File: config.mk
export PLATFORM = sky130hd
export DESIGN_NAME = serial_tx_arbiter
export DESIGN_NICKNAME = d
export VERILOG_FILES = /design/src/rtl/serial_tx_arbiter.sv
export SDC_FILE = /design/constraint.sdc
export NUM_CORES = 1
export LEC_CHECK = 0
export CAP_MARGIN = 20
export CORE_UTILIZATION = 60
export DETAILED_ROUTE_END_ITERATION = 8
export DONT_BUFFER_PORTS = 1
export MAX_ROUTING_LAYER = met4
export PLACE_DENSITY = 0.76
export SYNTH_ARGS = -nofsm -noshare
export SYNTH_HDL_FRONTEND = slang
export SYNTH_SLANG_ARGS = --single-unit
File: constraint.sdc
create_clock -name i_clk -period 4.2 [get_ports i_clk]
set_input_delay 0.21 -clock i_clk [delete_from_list [all_inputs] [get_ports i_clk]]
set_output_delay 0.21 -clock i_clk [all_outputs]
set_load 0.03 [all_outputs]
File: src/rtl/serial_tx_arbiter.sv
//------------------------------------------------------------------------------
// serial_tx_arbiter
//
// Shares one serial_tx byte transmitter among N_REQ independent byte sources.
// Ownership is granted round-robin at packet granularity: once a requester
// wins, it keeps the transmitter until a byte flagged "last" is accepted, so
// packets never interleave on the wire.
//
// Ports:
//   i_clk     system clock
//   i_rst_n   synchronous reset, active-low
//   i_req     per-requester byte valid, held until the matching o_ack
//   i_data    flattened bytes, requester k at [8k+7:8k]
//   i_last    per-requester "this byte ends the packet"
//   o_ack     one-cycle pulse: byte from requester k accepted by serial_tx
//   o_grant   one-hot current owner, zero when idle
//   o_wr      write strobe to serial_tx i_wr
//   o_data    byte to serial_tx i_data
//   i_busy    serial_tx o_busy
//
// Optional build macro: SERIAL_TX_ARB_TIMEOUT_EN
//   When defined, an owner that stalls in LOAD for TIMEOUT clocks loses its
//   grant and the round-robin pointer moves past it. When undefined, a stalled
//   owner holds the lock indefinitely.
//------------------------------------------------------------------------------
module serial_tx_arbiter #(
   parameter int N_REQ   = 4,
   parameter int TIMEOUT = 1024
) (
   input  logic                 i_clk,
   input  logic                 i_rst_n,
   input  logic [N_REQ-1:0]     i_req,
   input  logic [8*N_REQ-1:0]   i_data,
   input  logic [N_REQ-1:0]     i_last,
   output logic [N_REQ-1:0]     o_ack,
   output logic [N_REQ-1:0]     o_grant,
   output logic                 o_wr,
   output logic [7:0]           o_data,
   input  logic                 i_busy
);

   localparam int IW = $clog2(N_REQ);
   localparam logic [IW:0] N_W = (IW+1)'(N_REQ);

   typedef enum logic [1:0] {
      ST_IDLE = 2'd0,
      ST_LOAD = 2'd1,
      ST_SEND = 2'd2,
      ST_GAP  = 2'd3
   } state_t;

   state_t            state_q, state_d;
   logic [N_REQ-1:0]  grant_q, grant_d;
   logic [IW-1:0]     gidx_q,  gidx_d;
   logic [IW-1:0]     rr_q,    rr_d;
   logic [N_REQ-1:0]  ack_q,   ack_d;
   logic              wr_q,    wr_d;
   logic [7:0]        data_q,  data_d;
   logic              last_q,  last_d;

`ifdef SERIAL_TX_ARB_TIMEOUT_EN
   localparam int TW = $clog2(TIMEOUT+1);
   logic [TW-1:0]     tmo_q,   tmo_d;
`endif

   logic              pick_found_s;
   logic [IW-1:0]     pick_idx_s;
   logic [IW-1:0]     pick_cand_s;
   logic [IW+2:0]     byte_base_s;
   logic [7:0]        sel_data_s;

   // (base + off) mod N_REQ; both operands are below N_REQ so one subtract suffices
   function automatic logic [IW-1:0] wrap_add(input logic [IW-1:0] base,
                                              input logic [IW:0]   off);
      logic [IW:0] sum;
      sum = {1'b0, base} + off;
      if (sum >= N_W) begin
         sum = sum - N_W;
      end else begin
         sum = sum;
      end
      return sum[IW-1:0];
   endfunction

   function automatic logic [N_REQ-1:0] to_onehot(input logic [IW-1:0] idx);
      logic [N_REQ-1:0] v;
      v      = {N_REQ{1'b0}};
      v[idx] = 1'b1;
      return v;
   endfunction

   assign byte_base_s = {gidx_q, 3'b000};
   assign sel_data_s  = i_data[byte_base_s +: 8];

   // Round-robin search: first set request at or above rr_q, wrapping around
   always_comb begin
      pick_found_s = 1'b0;
      pick_idx_s   = {IW{1'b0}};
      pick_cand_s  = {IW{1'b0}};
      for (int i = 0; i < N_REQ; i++) begin
         pick_cand_s = wrap_add(rr_q, (IW+1)'(i));
         if (!pick_found_s && i_req[pick_cand_s]) begin
            pick_found_s = 1'b1;
            pick_idx_s   = pick_cand_s;
         end else begin
            pick_found_s = pick_found_s;
         end
      end
   end

   // Next-state and registered-output logic of the packet FSM
   always_comb begin
      state_d = state_q;
      grant_d = grant_q;
      gidx_d  = gidx_q;
      rr_d    = rr_q;
      ack_d   = {N_REQ{1'b0}};
      wr_d    = wr_q;
      data_d  = data_q;
      last_d  = last_q;
`ifdef SERIAL_TX_ARB_TIMEOUT_EN
      tmo_d   = tmo_q;
`endif
      case (state_q)
         ST_IDLE: begin
            wr_d = 1'b0;
`ifdef SERIAL_TX_ARB_TIMEOUT_EN
            tmo_d = {TW{1'b0}};
`endif
            if (pick_found_s) begin
               grant_d = to_onehot(pick_idx_s);
               gidx_d  = pick_idx_s;
               state_d = ST_LOAD;
            end else begin
               grant_d = {N_REQ{1'b0}};
            end
         end
         ST_LOAD: begin
            if (i_req[gidx_q]) begin
               data_d  = sel_data_s;
               last_d  = i_last[gidx_q];
               wr_d    = 1'b1;
               state_d = ST_SEND;
            end else begin
               // Owner paused: it keeps the lock
               wr_d = 1'b0;
`ifdef SERIAL_TX_ARB_TIMEOUT_EN
               if (tmo_q == TW'(TIMEOUT - 1)) begin
                  grant_d = {N_REQ{1'b0}};
                  rr_d    = wrap_add(gidx_q, {{IW{1'b0}}, 1'b1});
                  tmo_d   = {TW{1'b0}};
                  state_d = ST_IDLE;
               end else begin
                  tmo_d = tmo_q + TW'(1);
               end
`endif
            end
         end
         ST_SEND: begin
            if (!i_busy) begin
               wr_d    = 1'b0;
               ack_d   = grant_q;
               state_d = ST_GAP;
`ifdef SERIAL_TX_ARB_TIMEOUT_EN
               tmo_d   = {TW{1'b0}};
`endif
            end else begin
               wr_d = 1'b1;
            end
         end
         ST_GAP: begin
            // Single idle clock so serial_tx has time to raise o_busy
            if (last_q) begin
               grant_d = {N_REQ{1'b0}};
               rr_d    = wrap_add(gidx_q, {{IW{1'b0}}, 1'b1});
               state_d = ST_IDLE;
            end else begin
               state_d = ST_LOAD;
            end
         end
         default: begin
            grant_d = {N_REQ{1'b0}};
            wr_d    = 1'b0;
            state_d = ST_IDLE;
         end
      endcase
   end

   // State and output registers with synchronous active-low reset
   always_ff @(posedge i_clk) begin
      if (!i_rst_n) begin
         state_q <= ST_IDLE;
         grant_q <= {N_REQ{1'b0}};
         gidx_q  <= {IW{1'b0}};
         rr_q    <= {IW{1'b0}};
         ack_q   <= {N_REQ{1'b0}};
         wr_q    <= 1'b0;
         data_q  <= 8'h00;
         last_q  <= 1'b0;
      end else begin
         state_q <= state_d;
         grant_q <= grant_d;
         gidx_q  <= gidx_d;
         rr_q    <= rr_d;
         ack_q   <= ack_d;
         wr_q    <= wr_d;
         data_q  <= data_d;
         last_q  <= last_d;
      end
   end

`ifdef SERIAL_TX_ARB_TIMEOUT_EN
   // Stall counter for the lock-release timeout
   always_ff @(posedge i_clk) begin
      if (!i_rst_n) begin
         tmo_q <= {TW{1'b0}};
      end else begin
         tmo_q <= tmo_d;
      end
   end
`endif

   assign o_ack   = ack_q;
   assign o_grant = grant_q;
   assign o_wr    = wr_q;
   assign o_data  = data_q;

endmodule

; Word level (Yosys, flattened, before mapping)
; Cells that the tools add are included.
; Widths: inputs -> output; s select.
[word_totals]
regBits = 24
elab_cells = 93
output_inout_bits = 17
inputBits = 43
[classes]
addsub = 9
eq_ne = 7
n_shift = 1
n_mux = 38
bitwise_logic = 2
n_reduce_logical = 16
order_cmp = 12
[ops]
columns = op, count
row1 = $shiftx 32x6->8, 1
row2 = $mux 2, 12
row3 = $lt 2x3->1 const B, 6
row4 = $mux 1, 14
row5 = $bmux 1 s2, 6
row6 = $ge 3x3->1 const B, 4
row7 = $sub 2x1->2 const B, 5
row8 = $mux 4, 2
row9 = $ne 2x2->1 const B, 4
row10 = $pmux 2 s4, 1
row11 = $pmux 4 s2, 1
row12 = $reduce_and 2->1, 4
row13 = $add 2x1->3 const B, 2
row14 = $add 2x2->3 const B, 2
row15 = $eq 2x2->1 const B, 2
row16 = $logic_and 1x1->1, 4
row17 = $ge 2x3->1 const B, 1
row18 = $logic_not 1->1, 3
row19 = $pmux 1 s3, 1
row20 = $reduce_and 3->1, 1
row21 = $reduce_bool 3->1, 1
row22 = $reduce_or 3->1, 1
row23 = $demux 1 s2, 1
row24 = $eq 2x1->1 const B, 1
row25 = 4 further kinds, 5

; Longest topological paths before layout
[logic_depth]
ltp_word = 20
ltp_mapped = 7
mapped_depth_nobuf = 6

; Worst setup path before layout
; Ideal clock, no wire load.
[synth_timing]
path_type = register to register
from = reg state_q[0]
to = reg data_q[0] (netlist: o_data[0])
path_stages_with_launch = 7
n_path_buf = 1
arrival_time_ps = 1213
required_ps = 4072
synth_period_minus_slack_ps = 1341
setup_slack_ps = 2859
setup_time_ps = 128
path_cell_list = dfxtp_1 > ha_1 > nand2_1 > o22ai_2 > buf_6 > mux2i_1 > nor2_1
[synth_via]
elab_chain_len = 2
[synth_lines]
columns = item, line
row1 = "start, declared", 52  ; state_t state_q, state_d;
row2 = "start signal, assigned", 201  ; state_q <= state_d;
row3 = $eq 2x1->1, 124  ; case (state_q)
row4 = $reduce_and 2->1 (no line), --
row5 = "end signal, assigned", 207  ; data_q <= data_d;
row6 = "end, declared", 58  ; logic [7:0] data_q, data_d;
; Every way passes these cells.
; A chain may end at the register's enable or synchronous reset.

; Final worst setup path
[layout_timing]
from = reg gidx_q[0]
to = reg data_q[5] (netlist: o_data[5])
[layout_via]
elab_chain_len = 3
elab_cells_between_ends = 4
cone_classes = shift (1) / mux (2) / reduce/logical (1)
[layout_lines]
columns = item, line
row1 = "start, declared", 54  ; logic [IW-1:0] gidx_q, gidx_d;
row2 = "start signal, assigned", 194  ; gidx_q <= {IW{1'b0}};
row3 = "start signal, assigned", 203  ; gidx_q <= gidx_d;
row4 = "parallel branches: the longest is 3 deep, another holds $shiftx 32x6->8", --
; Several ways; the timed one is not identified. The select of a mux whose other input is x is not followed.

==> results.json <==
{
  "period_share": 0.479,
  "crit_fanout": 16,
  "grt_start_max_net_pins": 17,
  "ys_warn_count": 0,
  "fin_cells": 150,
  "clock_path_buffers": 2,
  "cts-htree-levels": 1,
  "crit_slowest_cell": "dfxtp_1",
  "p_leak_nw": 0.495,
  "postCtsHoldBufs": 0,
  "drtIter0Drc": 14,
  "fin_setup_tns_ns": 0,
  "clkLatencyLatePin_ns": 0.33,
  "ys_types": 33,
  "synthFlopType": "dfxtp_1",
  "dp_hpwl_um": 1950,
  "grt_first_pass_wirelength_um": 4030,
  "status": "finished, final reports clean",
  "drt-total-wl_um": 2580,
  "wl_met1_um": 1090,
  "synth_area_mm2": 0.00137,
  "final_nets": 172,
  "cts-buffers-inserted": 3,
  "finalClockSkew_ns": 0.0107,
  "r2r_end": "o_data[5]",
  "max_stage_delay_ns": 0.84,
  "setup_violations": 0,
  "die_y_um": 49.8,
  "syn_to_final_growth_pct": 2.28,
  "cts_post_setup_buffers_inserted": 0,
  "avgSynthCellArea_um2": 11.0,
  "synth_seq_cells": 24,
  "num_vias": 985,
  "yosysSeqAreaShare": 0.350,
  "drv_slew": 0,
  "wl_per_cell_um": 17.2,
  "cts-root-buf": "clkbuf_4",
  "worstPathRequired_ns": 4.40,
  "path_clk_slew_ns": 0.14,
  "syn_inst": 125,
  "cp.arrival_ns": 2.21,
  "max_freq_mhz": 498,
  "place.gp.congestion": 0.816,
  "cp-startpoint": "gidx_q[0]",
  "crit_path_start_kind": "flip-flop",
  "end_kind": "flip-flop",
  "drt-pass1-iter-count": 4,
  "post_cts_resized": 0,
  "antenna_found_initial": 0,
  "pin_count": 60,
  "r2r_cells": 4,
  "portBuffers": 0,
  "synth_fp_nets": 173,
  "ir_drop_uv": 422,
  "r2r_slack_ns": 2.19,
  "hold_viol_final": 0,
  "drc": 0,
  "powerDensity_mw_per_mm2": 526,
  "cts_sinks": 24,
  "die_x_um": 49.8,
  "synth_edf_count": 0,
  "worstMarginPinSlew_ns": 0.761,
  "met3_length_um": 240,
  "top_layer_used": "met4",
  "relSlewSlack": 0.492,
  "hold-path-endpoint": "state_q[1]",
  "path_class": "flip-flop to flip-flop",
  "grtUsageTotal": 0.220,
  "initial_core_util": 0.666,
  "cap_viol_max_count": 0,
  "min_from": "i_rst_n",
  "drive_above_1_share": 0.130,
  "fin_crit_ns": 2.01,
  "hold_class": "primary input to flip-flop",
  "wl_met2_um": 1240,
  "rsz0062_at_grt": "no",
  "diodes": 0,
  "fill_cells": 149,
  "min_path_cells": 2,
  "worstPathCellList": "nand2_1 > o22ai_2 > mux2i_1 > nor2_1",
  "overflow": 0,
  "core.rowCount": 16,
  "ys_async_sr_fraction": 0,
  "viasPerCell": 6.57,
  "grt_pass1_vias": 922,
  "drt.antenna.violating_nets": 0,
  "core-area_mm2": 0.00206,
  "die-area_mm2": 0.00248,
  "cts_tree": "done",
  "dp_cells": 146,
  "reg2reg_from": "gidx_q[0]"
}
[state kept, by name, summed over array words and instances (netlist names)]
name / cells
o_grant: 4
rr_q: 2
o_data: 8
o_wr: 1
gidx_q: 2
last_q: 1
state_q: 2
o_ack: 4
[worst max path at each step]
stage | slack, ns | cells past startpoint | end
global route | 2.02 | 4 | o_data[5]
CTS | 2.16 | 4 | o_data[0]
floorplan | 2.86 | 6 | o_data[0]
finish | 2.19 | 4 | o_data[5]
detailed placement | 2.19 | 4 | o_data[0]
global placement | 2.29 | 4 | o_data[4]
[cell families after synthesis]
kind of cell	share of synthesized area
simple gates	0.153
xor+xnor	0.00638
flops	0.350
compound gates	0.125
mux	0.263
buf+inv	0.0565
fa+ha+maj	0.0456
[through the flow]
| stage | setup WS (ns) | area, um^2 | power, mW | hold slack [ns] | utilization |
|---|---|---|---|---|---|
| floorplan | 2.86 | 1370 | 0.555 | 0.361 | - |
| global placement | 2.29 | 1350 | 0.563 | 0.367 | 0.655 |
| detailed placement | 2.19 | 1350 | 0.574 | 0.375 | 0.655 |
| CTS | 2.16 | 1400 | 0.743 | 0.0114 | 0.681 |
| global route | 2.02 | 1400 | 0.779 | 0.00960 | 0.681 |
| finish | 2.19 | 1400 | 0.739 | 0.0140 | 0.681 |
[report_power, final]
part / internal, mW / switching, mW
Clock: 0.0966 / 0.0724
Sequential: 0.264 / 0.0979
Combinational: 0.107 / 0.101
Total: 0.468 / 0.271
[synth_stat cells, drive strengths merged, types with 3 or more instances]
cell type   n  area, um^2
a21oi       7        35.0
a311oi      3        26.3
a32o        4        40.0
and2        4        25.0
buf         4        47.5
dfxtp      24         480
ha          5        62.6
inv         6        22.5
mux2i      14         140
mux4        9         221
nand2       7        26.3
nand2b      4        27.5
nor2       11        41.3
o21ai       3        15.0
[critical path, delay by kind of cell, from the launching register on]
family | cells | cell delay [ns]
AOI/OAI and AO/OA | 1 | 0.59
DFF | 1 | 0.84
muxes | 1 | 0.27
and+or+nand+nor | 2 | 0.19
[cells in the final DEF, fill, tap and decap left out]
cell and instances:
a21oi_1 7, a311oi_1 3, a32o_1 4, a32oi_1 2
and2_1 4, bufinv_16 1, clkbuf_4 3, dfxtp_1 24
ha_1 5, inv_1 6, mux2i_1 14, mux4_1 5
mux4_2 4, nand2_1 7, nand2b_1 3, nand2b_2 1
nand3_1 2, nand3b_1 1, nor2_1 11, nor2b_1 1
nor3_1 1, nor3_2 1, nor3b_1 2, nor4_2 1
o21ai_0 3, o22ai_2 1, o31ai_2 2, or2_2 1
or3_1 1, or3_4 1, xnor2_1 1
[layout make-up]
type | count | area (um^2) | area share
Multi-Input combinational cell | 89 | 815 | 0.580
Sequential cell | 24 | 480 | 0.342
Tap cell | 27 | 33.8 | 0.0241
Clock inverter | 1 | 30.0 | 0.0214
Clock buffer | 3 | 22.5 | 0.0160
Inverter | 6 | 22.5 | 0.0160
[routing by layer]
layer	vias up	global-route usage
met5	-	-
met4	0	0.0571
met3	2	0.0710
met2	46	0.372
met1	473	0.249
li1	464	-
Power figures use the tool's default switching activity.
